<file path="src/rtl/int_tx_dec.sv">
// Binary to ASCII decimal formatter for the UART TX path: double-dabble conversion,
// then sign, digits (leading zeros suppressed) and optional terminator into the TX FIFO.
module int_tx_dec #(
  parameter int          NBIT      = 8,
  parameter int          SIGNED    = 0,
  parameter int          TERM_EN   = 1,
  parameter logic [7:0]  TERM_CHAR = 8'h0A
) (
  input  logic            CLK,
  input  logic            RESET,
  input  logic            enviar,
  input  logic [NBIT-1:0] DATO,
  input  logic            fifo_full,
  output logic            WR_FIFO,
  output logic [7:0]      data_fifo,
  output logic            busy,
  output logic            done
);

  localparam int ND = ((NBIT * 1233) >> 12) + 1;
  localparam int IW = (ND > 1) ? $clog2(ND) : 1;
  localparam int CW = $clog2(NBIT + 1);

  // Handshake: a character moves into the FIFO on every rising edge where
  // WR_FIFO=1; WR_FIFO is never raised while fifo_full=1, and nothing advances
  // in SIGN/EMIT/TERM until that write happens.
  typedef enum logic [2:0] {
    S_IDLE = 3'd0,
    S_CONV = 3'd1,
    S_SIGN = 3'd2,
    S_EMIT = 3'd3,
    S_TERM = 3'd4
  } state_t;

  state_t                state_q, state_d;
  logic [NBIT-1:0]       mag_q, mag_d;
  logic [ND-1:0][3:0]    bcd_q, bcd_d;
  logic [CW-1:0]         cnt_q, cnt_d;
  logic [IW-1:0]         idx_q, idx_d;
  logic                  neg_q, neg_d;
  logic                  done_q, done_d;

  logic [ND-1:0][3:0]    adj;
  logic [4*ND-1:0]       adj_flat;
  logic                  neg_in;

  always_ff @(posedge CLK) begin
    if (RESET) begin
      state_q <= S_IDLE;
      mag_q   <= '0;
      bcd_q   <= '0;
      cnt_q   <= '0;
      idx_q   <= '0;
      neg_q   <= 1'b0;
      done_q  <= 1'b0;
    end else begin
      state_q <= state_d;
      mag_q   <= mag_d;
      bcd_q   <= bcd_d;
      cnt_q   <= cnt_d;
      idx_q   <= idx_d;
      neg_q   <= neg_d;
      done_q  <= done_d;
    end
  end

  // Double-dabble correction step applied before each shift.
  always_comb begin
    adj = bcd_q;
    for (int i = 0; i < ND; i++) begin
      if (bcd_q[i] >= 4'd5) adj[i] = bcd_q[i] + 4'd3;
    end
    adj_flat = adj;
  end

  assign neg_in = (SIGNED != 0) && DATO[NBIT-1];

  always_comb begin
    state_d   = state_q;
    mag_d     = mag_q;
    bcd_d     = bcd_q;
    cnt_d     = cnt_q;
    idx_d     = idx_q;
    neg_d     = neg_q;
    done_d    = 1'b0;
    WR_FIFO   = 1'b0;
    data_fifo = 8'h00;

    case (state_q)
      S_IDLE: begin
        if (enviar) begin
          mag_d   = neg_in ? -DATO : DATO;
          neg_d   = neg_in;
          bcd_d   = '0;
          cnt_d   = CW'(NBIT);
          state_d = S_CONV;
        end
      end
      S_CONV: begin
        bcd_d = {adj_flat[4*ND-2:0], mag_q[NBIT-1]};
        mag_d = {mag_q[NBIT-2:0], 1'b0};
        cnt_d = cnt_q - 1'b1;
        if (cnt_q == CW'(1)) begin
          idx_d = '0;
          for (int i = 0; i < ND; i++) begin
            if (bcd_d[i] != 4'd0) idx_d = IW'(i);
          end
          state_d = neg_q ? S_SIGN : S_EMIT;
        end
      end
      S_SIGN: begin
        data_fifo = 8'h2D;
        WR_FIFO   = !fifo_full;
        if (!fifo_full) state_d = S_EMIT;
      end
      S_EMIT: begin
        data_fifo = 8'h30 + {4'h0, bcd_q[idx_q]};
        WR_FIFO   = !fifo_full;
        if (!fifo_full) begin
          if (idx_q != '0) begin
            idx_d = idx_q - 1'b1;
          end else if (TERM_EN != 0) begin
            state_d = S_TERM;
          end else begin
            state_d = S_IDLE;
            done_d  = 1'b1;
          end
        end
      end
      S_TERM: begin
        data_fifo = TERM_CHAR;
        WR_FIFO   = !fifo_full;
        if (!fifo_full) begin
          state_d = S_IDLE;
          done_d  = 1'b1;
        end
      end
      default: state_d = S_IDLE;
    endcase
  end

  assign busy = (state_q != S_IDLE);
  assign done = done_q;

endmodule

</file>
<file path="config.mk">
export PLATFORM = sky130hd
export DESIGN_NAME = int_tx_dec
export DESIGN_NICKNAME = d
export VERILOG_FILES = /design/src/rtl/int_tx_dec.sv
export SDC_FILE = /design/constraint.sdc
export NUM_CORES = 1
export LEC_CHECK = 0
export CAP_MARGIN = 10
export CORE_MARGIN = 2
export CORE_UTILIZATION = 35
export CTS_CLUSTER_DIAMETER = 200
export DETAILED_ROUTE_END_ITERATION = 8
export PLACE_DENSITY = 0.53
export RECOVER_POWER = 25
export SETUP_SLACK_MARGIN = 0.4
export SYNTH_ARGS = -nofsm -noshare
export SYNTH_HDL_FRONTEND = slang
export SYNTH_SLANG_ARGS = --single-unit
</file>
<file path="constraint.sdc">
create_clock -name CLK -period 1.9 [get_ports CLK]
set_input_delay 0.19 -clock CLK [delete_from_list [all_inputs] [get_ports CLK]]
set_output_delay 0.19 -clock CLK [all_outputs]
set_load 0.1 [all_outputs]
</file>
==> out/qor.yml <==
status: "finished clean"
nets: 303
cts_sinks: 30
syn_inst: 225
ys_types: 46
antenna_found_initial: 0
cts_max_level: 2
async_flop_share: 0
cts_made_buffers: 5
route.detailed.drc: 0
synth_area_um2: 1800
root_buffer: "clkbuf_8"
ys_ff_latch: 30
skew_ps: 11.1
cp_data_arrival_time_ps: 1460
io_pins: 23
clock_path_buffers: 2
rows: 26
portBuffers: 20
vias: 1774
seq_area_frac_synth: 0.333
grt_pass1_vias: 1529
grt_pass1_wl_um: 7250
synthFlopType: "dfxtp_1"
fp.dieH_um: 75.8
finalSetupViolCount: 0
drtIter0Drc: 100
routedWlPerCell_um: 13.9
place.gp.congestion: 0.759
grt_usage: 0.169
grt_max_degree: 17
cts-hold-fix-buffers: 0
drv_cap: 0
synth_edf_count: 0
cp-startpoint: "idx_q[1]$_SDFFE_PP0P_"
max_freq_mhz: 604
crit_required_ps: 1710
cts_tree: "done"
firstDrtPassIters: 4
critPathKind: "flip-flop to output port"
whs_ps: 457
insertion_delay_ps: 290
endpoint_kind: "output port"
grt_setup_unrepaired: "yes"
dp.final_hpwl_um: 3130
final-max-slew-violation-count: 0
min_period_ps: 1650
fillers: 452
ant_nets: 0
syn_avg_cell_area_um2: 8.01
clkTransAtPathRegs_ps: 80
power.density_nw_per_um2: 609
critPathLaunchType: "flip-flop"
worstMarginPinSlew_ps: 543
n_antenna_cell: 0
min_path_type: "primary input to flip-flop"
tns_ps: 0
syn_to_final_growth_pct: 61.7
hp-start: "DATO[0]"
avgViaCountPerCell: 5.03
drive_above_1_share: 0.456
die_w_um: 75.8
crit_fanout: 7
initial_core_util: 0.357
finalCritPeriodShare: 0.871
grt-ovfl-total: 0
irDropWorstVdd_v: 0.000409
die_area_um2: 5740
ys.warnings.count: 0
hold_violations: 0
maxSlewHeadroom: 0.640
power.leakage_nw: 1.09
worstReg2RegStart: "state_q[0]$_SDFFE_PP0P_"
wl_um: 4900
core_area_um2: 5040
==> through the flow <==
stage | setup slack, ps | util | power (W) | cell area, um^2 | cells
finish | 245 | 0.578 | 0.00177 | 2910 | 353
global route | 168 | 0.578 | 0.00184 | 2910 | 353
CTS | 238 | 0.546 | 0.00176 | 2750 | 336
detailed placement | 109 | 0.464 | 0.00102 | 2340 | 312
global placement | 126 | 0.464 | 0.00102 | 2340 | 312
floorplan | 149 | - | 0.000923 | 2000 | 226
==> what timing repair did <==
item	4_1_cts	5_1_grt
pin swaps	14	14
endpoints found under the setup margin	33	22
setup buffers	16	16
resized for setup	45	16
cloned	0	1
==> cell usage after synthesis, drive strengths merged (6+ instances only) <==
| cell type | number | share of area |
|---|---|---|
| o21ai | 6 | 0.017 |
| mux2i | 6 | 0.033 |
| a21oi | 31 | 0.092 |
| buf | 11 | 0.042 |
| a31oi | 6 | 0.021 |
| nor2 | 23 | 0.056 |
| inv | 12 | 0.025 |
| nand2 | 23 | 0.049 |
| nand3 | 12 | 0.033 |
| ha | 9 | 0.063 |
| dfxtp | 30 | 0.33 |
==> per-layer routing <==
metal,routed length [um],share of wire,global-route usage,vias up
li1,-,-,-,905
met1,2310,0.47,0.227,835
met2,2410,0.49,0.266,28
met3,123,0.025,0.0397,6
met4,61,0.012,0.0565,0
met5,0,0,0,-
==> power breakdown <==
group	switching [W]	leakage, nW	internal (W)
sequential	0.0000272	0.253	0.000648
combinational	0.000219	0.769	0.000167
clock	0.000259	0.0678	0.000454
==> logic make-up after synthesis <==
| family | share of synthesized area |
|---|---|
| AO/OA/AOI/OAI | 0.229 |
| XOR/XNOR | 0.0292 |
| adder cells (fa/ha/maj) | 0.0625 |
| buffers and inverters | 0.0771 |
| flip-flops | 0.333 |
| multiplexers | 0.0333 |
| other | 0.00208 |
| AND/OR/NAND/NOR | 0.233 |
==> cells in the final DEF, fill, tap and decap left out, types with 3 or more instances in the layout <==
cell type        count
nand2_1             21
buf_12              10
nor3_1               4
o21ai_1              3
a31oi_1              4
clkdlybuf4s50_1     11
dfxtp_2              6
ha_1                 3
a21oi_2              6
nand2b_4             4
dfxtp_4              8
inv_2                5
mux2i_2              3
a21oi_1             21
clkbuf_8             6
a22oi_1              5
buf_4               34
ha_4                 5
nand3_1             11
mux2i_1              3
a311oi_1             3
buf_6                7
inv_1                4
a21oi_4              4
inv_4                3
xnor2_1              5
nor2_1              21
dfxtp_1             16
==> worst max-delay path: stages (launching register included) <==
cell,delay (ps)
dfxtp_4,410
mux2i_2,230
nor2_1,70
a31oi_2,200
a21oi_4,90
buf_12,170
==> worst paths after layout <==
| kind | to | slack, ps | depth (start not counted) |
|---|---|---|---|
| setup / recovery | data_fifo[0] | 250 | 5 |
| hold / removal | mag_q[0]$_SDFFE_PP0P_ | 460 | 3 |
| setup reg to reg | idx_q[1]$_SDFFE_PP0P_ | 270 | 7 |
| hold reg to reg | bcd_q[0]$_SDFFE_PP0P_ | 460 | 2 |
==> cell type report <==
type	instances	area, um^2	share of cell area
sequential	30	638	0.219
multi-input combinational	169	1350	0.463
tap	70	87.6	0.0301
inverter	12	52.6	0.0180
clock buffer	8	133	0.0455
timing repair buffer	64	653	0.224
==> sequential cells by signal, indices dropped and copies added (netlist names) <==
signal	count
bcd_q	12
mag_q	8
cnt_q	4
state_q	3
idx_q	2
done	1
No activity file was read; power rests on OpenSTA's default activity.
